[config.mk]
export PLATFORM = sky130hd
export DESIGN_NAME = seq_mul_param
export DESIGN_NICKNAME = d
export VERILOG_FILES = /design/src/rtl/mul_pkg.sv /design/src/rtl/seq_mul_param_abs_conv.sv /design/src/rtl/seq_mul_param.sv
export SDC_FILE = /design/constraint.sdc
export NUM_CORES = 1
export LEC_CHECK = 0
export ABC_AREA = 1
export CORE_UTILIZATION = 52
export CTS_CLUSTER_DIAMETER = 120
export DETAILED_ROUTE_END_ITERATION = 6
export PLACE_DENSITY = 0.77
export SLEW_MARGIN = 30
export SYNTH_ARGS = -nofsm -noshare
export SYNTH_HDL_FRONTEND = slang
export SYNTH_HIERARCHICAL = 1
export SYNTH_SLANG_ARGS = --single-unit
[constraint.sdc]
create_clock -name clk -period 4.8 [get_ports clk]
set_input_delay 0.96 -clock clk [delete_from_list [all_inputs] [get_ports clk]]
set_output_delay 0.96 -clock clk [all_outputs]
set_load 0.03 [all_outputs]
[src/rtl/mul_pkg.sv]
// Shared types and helpers for the parametrised sequential multiplier.
package mul_pkg;

  typedef enum logic [1:0] {
    IDLE = 2'd0,
    CALC = 2'd1,
    FIN  = 2'd2
  } state_t;

  // Ceiling log2, floored at 1 so a counter always has at least one bit.
  function automatic int unsigned cnt_width(input int unsigned w);
    int unsigned r;
    r = 0;
    for (int unsigned i = 0; i < 32; i++) begin
      if ((64'd1 << i) < 64'(w)) r = i + 1;
    end
    return (r == 0) ? 1 : r;
  endfunction

endpackage

[src/rtl/seq_mul_param_abs_conv.sv]
// Conditional two's-complement negate; gives operand magnitudes and signs the product.
module abs_conv #(
  parameter int unsigned W = 8
) (
  input  logic         neg,
  input  logic [W-1:0] value,
  output logic [W-1:0] mag_c
);

  assign mag_c = neg ? -value : value;

endmodule

[src/rtl/seq_mul_param.sv]
// Radix-2 shift-add multiplier with signed/unsigned mode and optional early termination.
module seq_mul_param
  import mul_pkg::*;
#(
  parameter int unsigned W          = 8,
  parameter int unsigned EARLY_TERM = 1
) (
  input  logic           clk,
  input  logic           rst,
  input  logic           start,
  input  logic           signed_mode,
  input  logic [W-1:0]   a,
  input  logic [W-1:0]   b,
  output logic           busy,
  output logic           done,
  output logic [2*W-1:0] result
);

  localparam int unsigned CW = cnt_width(W);

  state_t         state, state_n;
  logic [2*W-1:0] mcand, mcand_n;
  logic [2*W-1:0] prod, prod_n;
  logic [W-1:0]   mplier, mplier_n;
  logic [CW-1:0]  cnt, cnt_n;
  logic           neg, neg_n;
  logic [2*W-1:0] result_n;
  logic           done_n;

  logic [W-1:0]   ma_c, mb_c;
  logic [2*W-1:0] res_c;

  abs_conv #(.W(W)) u_abs_a (
    .neg   (signed_mode & a[W-1]),
    .value (a),
    .mag_c (ma_c)
  );

  abs_conv #(.W(W)) u_abs_b (
    .neg   (signed_mode & b[W-1]),
    .value (b),
    .mag_c (mb_c)
  );

  abs_conv #(.W(2*W)) u_abs_res (
    .neg   (neg),
    .value (prod),
    .mag_c (res_c)
  );

  always_ff @(posedge clk) begin
    if (rst) begin
      state  <= IDLE;
      mcand  <= '0;
      prod   <= '0;
      mplier <= '0;
      cnt    <= '0;
      neg    <= 1'b0;
      result <= '0;
      done   <= 1'b0;
      busy   <= 1'b0;
    end else begin
      state  <= state_n;
      mcand  <= mcand_n;
      prod   <= prod_n;
      mplier <= mplier_n;
      cnt    <= cnt_n;
      neg    <= neg_n;
      result <= result_n;
      done   <= done_n;
      busy   <= (state_n != IDLE);
    end
  end

  // Next-state and datapath update; the sign is folded back in only at FIN.
  always_comb begin
    state_n  = state;
    mcand_n  = mcand;
    prod_n   = prod;
    mplier_n = mplier;
    cnt_n    = cnt;
    neg_n    = neg;
    result_n = result;
    done_n   = 1'b0;
    unique case (state)
      IDLE: begin
        if (start) begin
          neg_n    = signed_mode & (a[W-1] ^ b[W-1]);
          mcand_n  = {{W{1'b0}}, ma_c};
          mplier_n = mb_c;
          prod_n   = '0;
          cnt_n    = '0;
          state_n  = ((EARLY_TERM != 0) && (mb_c == '0)) ? FIN : CALC;
        end
      end
      CALC: begin
        if (mplier[0]) prod_n = prod + mcand;
        mcand_n  = mcand << 1;
        mplier_n = mplier >> 1;
        cnt_n    = cnt + CW'(1);
        // Stop when the remaining multiplier bits after this step are all zero.
        if ((cnt == CW'(W - 1)) ||
            ((EARLY_TERM != 0) && (mplier[W-1:1] == '0))) begin
          state_n = FIN;
        end
      end
      FIN: begin
        result_n = res_c;
        done_n   = 1'b1;
        state_n  = IDLE;
      end
      default: state_n = IDLE;
    endcase
  end

endmodule

==> results <==
- Measured against its own limit, the worst slew margin works out to 0.449.
- Of the cells placed in the final design, the portion with a size suffix greater than 1 is 0.0661.
- The worst flop-to-flop path startpoint is state[0].
- Sorting the synthesized cells by area gives the leading types as sky130_fd_sc_hd__dfxtp_1 (30%), sky130_fd_sc_hd__nand2_1 (19%), sky130_fd_sc_hd__nor2_1 (7.6%).
- The number of clock buffers added by TritonCTS is 9.
- STA classifies the critical path startpoint as an input port.
- The endpoint arrival time on the critical path is 3.05 ns.
- The count of maximum capacitance violations is 0.
- The tree built by TritonCTS fans out to 64 sinks.
- The total of hold buffers inserted after clock tree synthesis is 0.
- The capturing element type of the critical path is a flip-flop.
- In this run the worst setup path terminates at mcand[2].
- TritonCTS built the clock tree.
- The number of warning messages in the yosys log is 6.
- For this run, the share of the core covered by cells in the final layout is 0.616.
- The via count of the first global-routing pass was 4063.
- The routed design could run at a clock period as short as 2.77 ns.
- Ranked by instance count, the synthesized netlist is headed by sky130_fd_sc_hd__nand2_1 (213), sky130_fd_sc_hd__nor2_1 (86), sky130_fd_sc_hd__inv_1 (77).
- The number of I/O pins is 38.
- The count of endpoints failing hold in the final timing report was 0.
- The core region is 0.00781 mm^2.
- The H-tree depth is 3.
- The share of synthesized registers carrying an async set or reset is 0.
- The setup TNS is 0 ns.
- The per-instance average area after synthesis is 6.23 um^2.
- The leakage power summed over all cells is 2.37 nW.
- Derived from the worst setup path, the maximum achievable clock frequency is 0.361 GHz.
- The CTS root buffer is sky130_fd_sc_hd__clkbuf_8.
- Clock latency on the worst-skew pair, taken at its later pin, is 0.36 ns.
- The via-per-instance ratio is 5.13.
- The cell type of the slowest stage on the worst timing path is sky130_fd_sc_hd__nor2_1.
- The run finished with clean final reports.
- The cell area that synthesis handed to floorplanning was 0.00424 mm^2.
- The largest net degree at the start of global routing is 46.
- The congestion estimate from routability-driven global placement came to 0.912.
- The number of placement rows is 32.
- In this run the worst path has a maximum fanout of 25.
- Traced cell by cell, the critical path runs through clkdlybuf4s50_1, nand2_1, nor2_1, nor2_2, buf_4, a21oi_1, o21ai_0, a21oi_1.
- Across all register-to-register paths, the minimum setup slack is 2.68 ns.
- The global-route total usage across every layer is 0.260.
- Setup repair after global routing left no endpoint under its margin.
- The net count after synthesis is 721.
- The period utilization is 0.576.
- The final HPWL from detailed placement is 7470 um.
- The cell family contributing the most delay on the critical path is simple AND/OR/NAND/NOR gates.
- The final route contains 4173 vias.
- The overall die width is 92.3 um.
- The global-route wire length before repair is 17800 um.
- The post-CTS setup repair buffer count is 0.
- The cell that appears most often on the critical path is sky130_fd_sc_hd__a21oi_1.
- Of all cell types, the one taking the most synthesized area is sky130_fd_sc_hd__dfxtp_1.
- The number of gates resized after cts is 0.
- The effective utilization at floorplan is 0.543.
- The critical path in this run is classified as input port to flip-flop.
- The height of the die is 92.3 um.
- The area growth from synthesis to layout is 13.5%.
- In this design, the stage delay of the slowest critical-path cell is 0.63 ns.
- The sequential element share of the synthesized area is 0.302.
- Counting both buffers and inverters, the worst setup path holds a total of 2.
- The most critical setup path has its startpoint at start.
- The most frequently used cell type in the post-synthesis netlist is sky130_fd_sc_hd__nand2_1.
- The number of buffers on the longest clock path is 2.
- The transition time at the pin with the least slew margin is 0.824 ns.
- In this run the remaining antenna-violating nets after routing total 0.
- The die covers 0.00852 mm^2.
- The power per standard cell area is 276 mW/mm^2.
- The worst path required time is 5.09 ns.
- The average wire per cell in the routed design is 12.4 um.
- The total congestion overflow after global routing is 0.
- The final clock skew is 0.00728 ns.
- The synthesized design contains 64 register bits.
- The pre-antenna-repair detailed-routing pass consisted of 5 iterations.
- The setup violation total in the final timing report is 0.
- The count of unresolved DRC violations after routing is 0.
- The final routed wirelength across all metal layers is 10100 um.
- The critical path depth is 8.
- The total count of max-transition violations in the final report came to 0.
- The worst flop-to-flop path endpoint is prod[7].
- The path class of the tightest hold or removal check is flip-flop to flip-flop.
- Synthesis produced 680 cells.
- The number of synthesized flops with an enable pin is 0.
- The initial detailed-routing violation count is 200.
- The number of antenna violations at the first check in global routing came to 0.
- At the end of the flow, the number of nets in the layout was 747.
- The area share of the largest cell type after synthesis is 0.302.
- The CTS clock-pin slew for the worst setup and hold paths is 0.08 ns.
- The worst register-to-register path has a depth of 7.
- For this run, the leading register cell type out of synthesis is sky130_fd_sc_hd__dfxtp_1.
- The count of input and output buffers is 37.
- The number of distinct library cells after synthesis is 36.
- The maximum ir drop on the vdd rail is 0.000163 V.
- The repair_antennas step left the layout with diodes totalling 0.
==> metal layers <==
| layer | up-vias | track usage | share of wire |
|---|---|---|---|
| met3 | 19 | 0.0361 | 0.038 |
| met5 | - | 0 | 0 |
| met1 | 1868 | 0.306 | 0.45 |
| met4 | 0 | 0.108 | 0.020 |
| met2 | 90 | 0.471 | 0.49 |
| li1 | 2196 | - | - |
==> layout by cell type (no fill, tap or decap) <==
cell type / count
sky130_fd_sc_hd__or2_2: 6
sky130_fd_sc_hd__clkinv_2: 2
sky130_fd_sc_hd__xor2_1: 6
sky130_fd_sc_hd__o211ai_1: 1
sky130_fd_sc_hd__ha_1: 20
sky130_fd_sc_hd__nor2_4: 4
sky130_fd_sc_hd__nand2_2: 4
sky130_fd_sc_hd__nand3_2: 1
sky130_fd_sc_hd__o22ai_1: 1
sky130_fd_sc_hd__clkbuf_8: 9
sky130_fd_sc_hd__nor2_2: 4
sky130_fd_sc_hd__fa_1: 1
sky130_fd_sc_hd__nor2_1: 86
sky130_fd_sc_hd__and2_1: 1
sky130_fd_sc_hd__nand2_4: 1
sky130_fd_sc_hd__clkdlybuf4s50_1: 37
sky130_fd_sc_hd__inv_2: 5
sky130_fd_sc_hd__xnor2_1: 7
sky130_fd_sc_hd__a21oi_4: 1
sky130_fd_sc_hd__nor3_1: 5
sky130_fd_sc_hd__nand3_1: 40
sky130_fd_sc_hd__o21ai_4: 1
sky130_fd_sc_hd__a21boi_0: 1
sky130_fd_sc_hd__inv_1: 77
sky130_fd_sc_hd__nand2_1: 213
sky130_fd_sc_hd__buf_4: 3
sky130_fd_sc_hd__a22oi_1: 1
sky130_fd_sc_hd__a31o_2: 1
sky130_fd_sc_hd__clkinvlp_4: 2
sky130_fd_sc_hd__a221oi_1: 1
sky130_fd_sc_hd__nand3b_1: 6
sky130_fd_sc_hd__nand4_1: 5
sky130_fd_sc_hd__bufinv_16: 1
sky130_fd_sc_hd__clkinv_4: 2
sky130_fd_sc_hd__o21ai_1: 3
sky130_fd_sc_hd__dfxtp_1: 64
sky130_fd_sc_hd__o21ai_0: 36
sky130_fd_sc_hd__a21o_1: 1
sky130_fd_sc_hd__a21oi_1: 51
==> registers in the layout, indices dropped and copies added (netlist names) <==
| name | cells |
|---|---|
| state | 2 |
| result | 16 |
| cnt | 3 |
| prod | 16 |
| mplier | 8 |
| mcand | 16 |
| neg | 1 |
| done | 1 |
| busy | 1 |
==> area by class of cell <==
cell class                      count  area (um^2)
Clock inverter                      7         72.6
Tap cell                          102          128
Clock buffer                        9          124
Multi-Input combinational cell    509         2500
Sequential cell                    64         1280
Fill cell                         784         3000
Timing Repair Buffer               40          393
Inverter                           82          308
==> worst min-delay path by stage <==
stage          cells after the start  slack [ns]  startpoint         to
2_1_floorplan                      1        0.43      cnt[0]     cnt[0]
3_3_place_gp                       2        0.45      cnt[2]     cnt[2]
3_5_place_dp                       2        0.47   mcand[15]  mcand[15]
4_1_cts                            2        0.48   mcand[15]  mcand[15]
5_1_grt                            2        0.50   mcand[15]  mcand[15]
6_report                           1        0.48      cnt[0]     cnt[0]
==> stage by stage <==
stage / power (mW) / std cells / setup slack [ns] / instance area (um^2) / hold slack (ns)
floorplan: 0.791 / 680 / 2.70 / 4240 / 0.433
global placement: 0.853 / 797 / 1.80 / 4610 / 0.453
CTS: 1.33 / 813 / 2.05 / 4810 / 0.482
finish: 1.33 / 813 / 2.03 / 4810 / 0.480
global route: 1.39 / 813 / 1.84 / 4810 / 0.500
detailed placement: 0.863 / 797 / 1.68 / 4610 / 0.472
==> kinds of logic (layout without fill, tap and decap cells) <==
group / after synthesis / count (layout) / synth area share
buffers and inverters: 107 / 138 / 0.107
AOI/OAI and AO/OA: 99 / 99 / 0.127
and+or+nand+nor: 376 / 376 / 0.374
adders and majority gates: 21 / 21 / 0.0638
xor gates and xnor gates: 13 / 13 / 0.0269
DFF: 64 / 64 / 0.302
==> report_power, final <==
part           internal [mW]  leakage [nW]  switching, mW
clock                  0.239        0.0952          0.234
combinational         0.0970          1.76          0.163
sequential             0.563         0.520         0.0292
==> worst reg2reg max path, delay by kind of cell, from the launching register on <==
kind	cells	cell delay, ns
DFF	1	0.37
and+or+nand+nor	2	0.92
AOI/OAI and AO/OA	3	0.43
buffers and inverters	2	0.34
(Power assumes the default switching activity.)
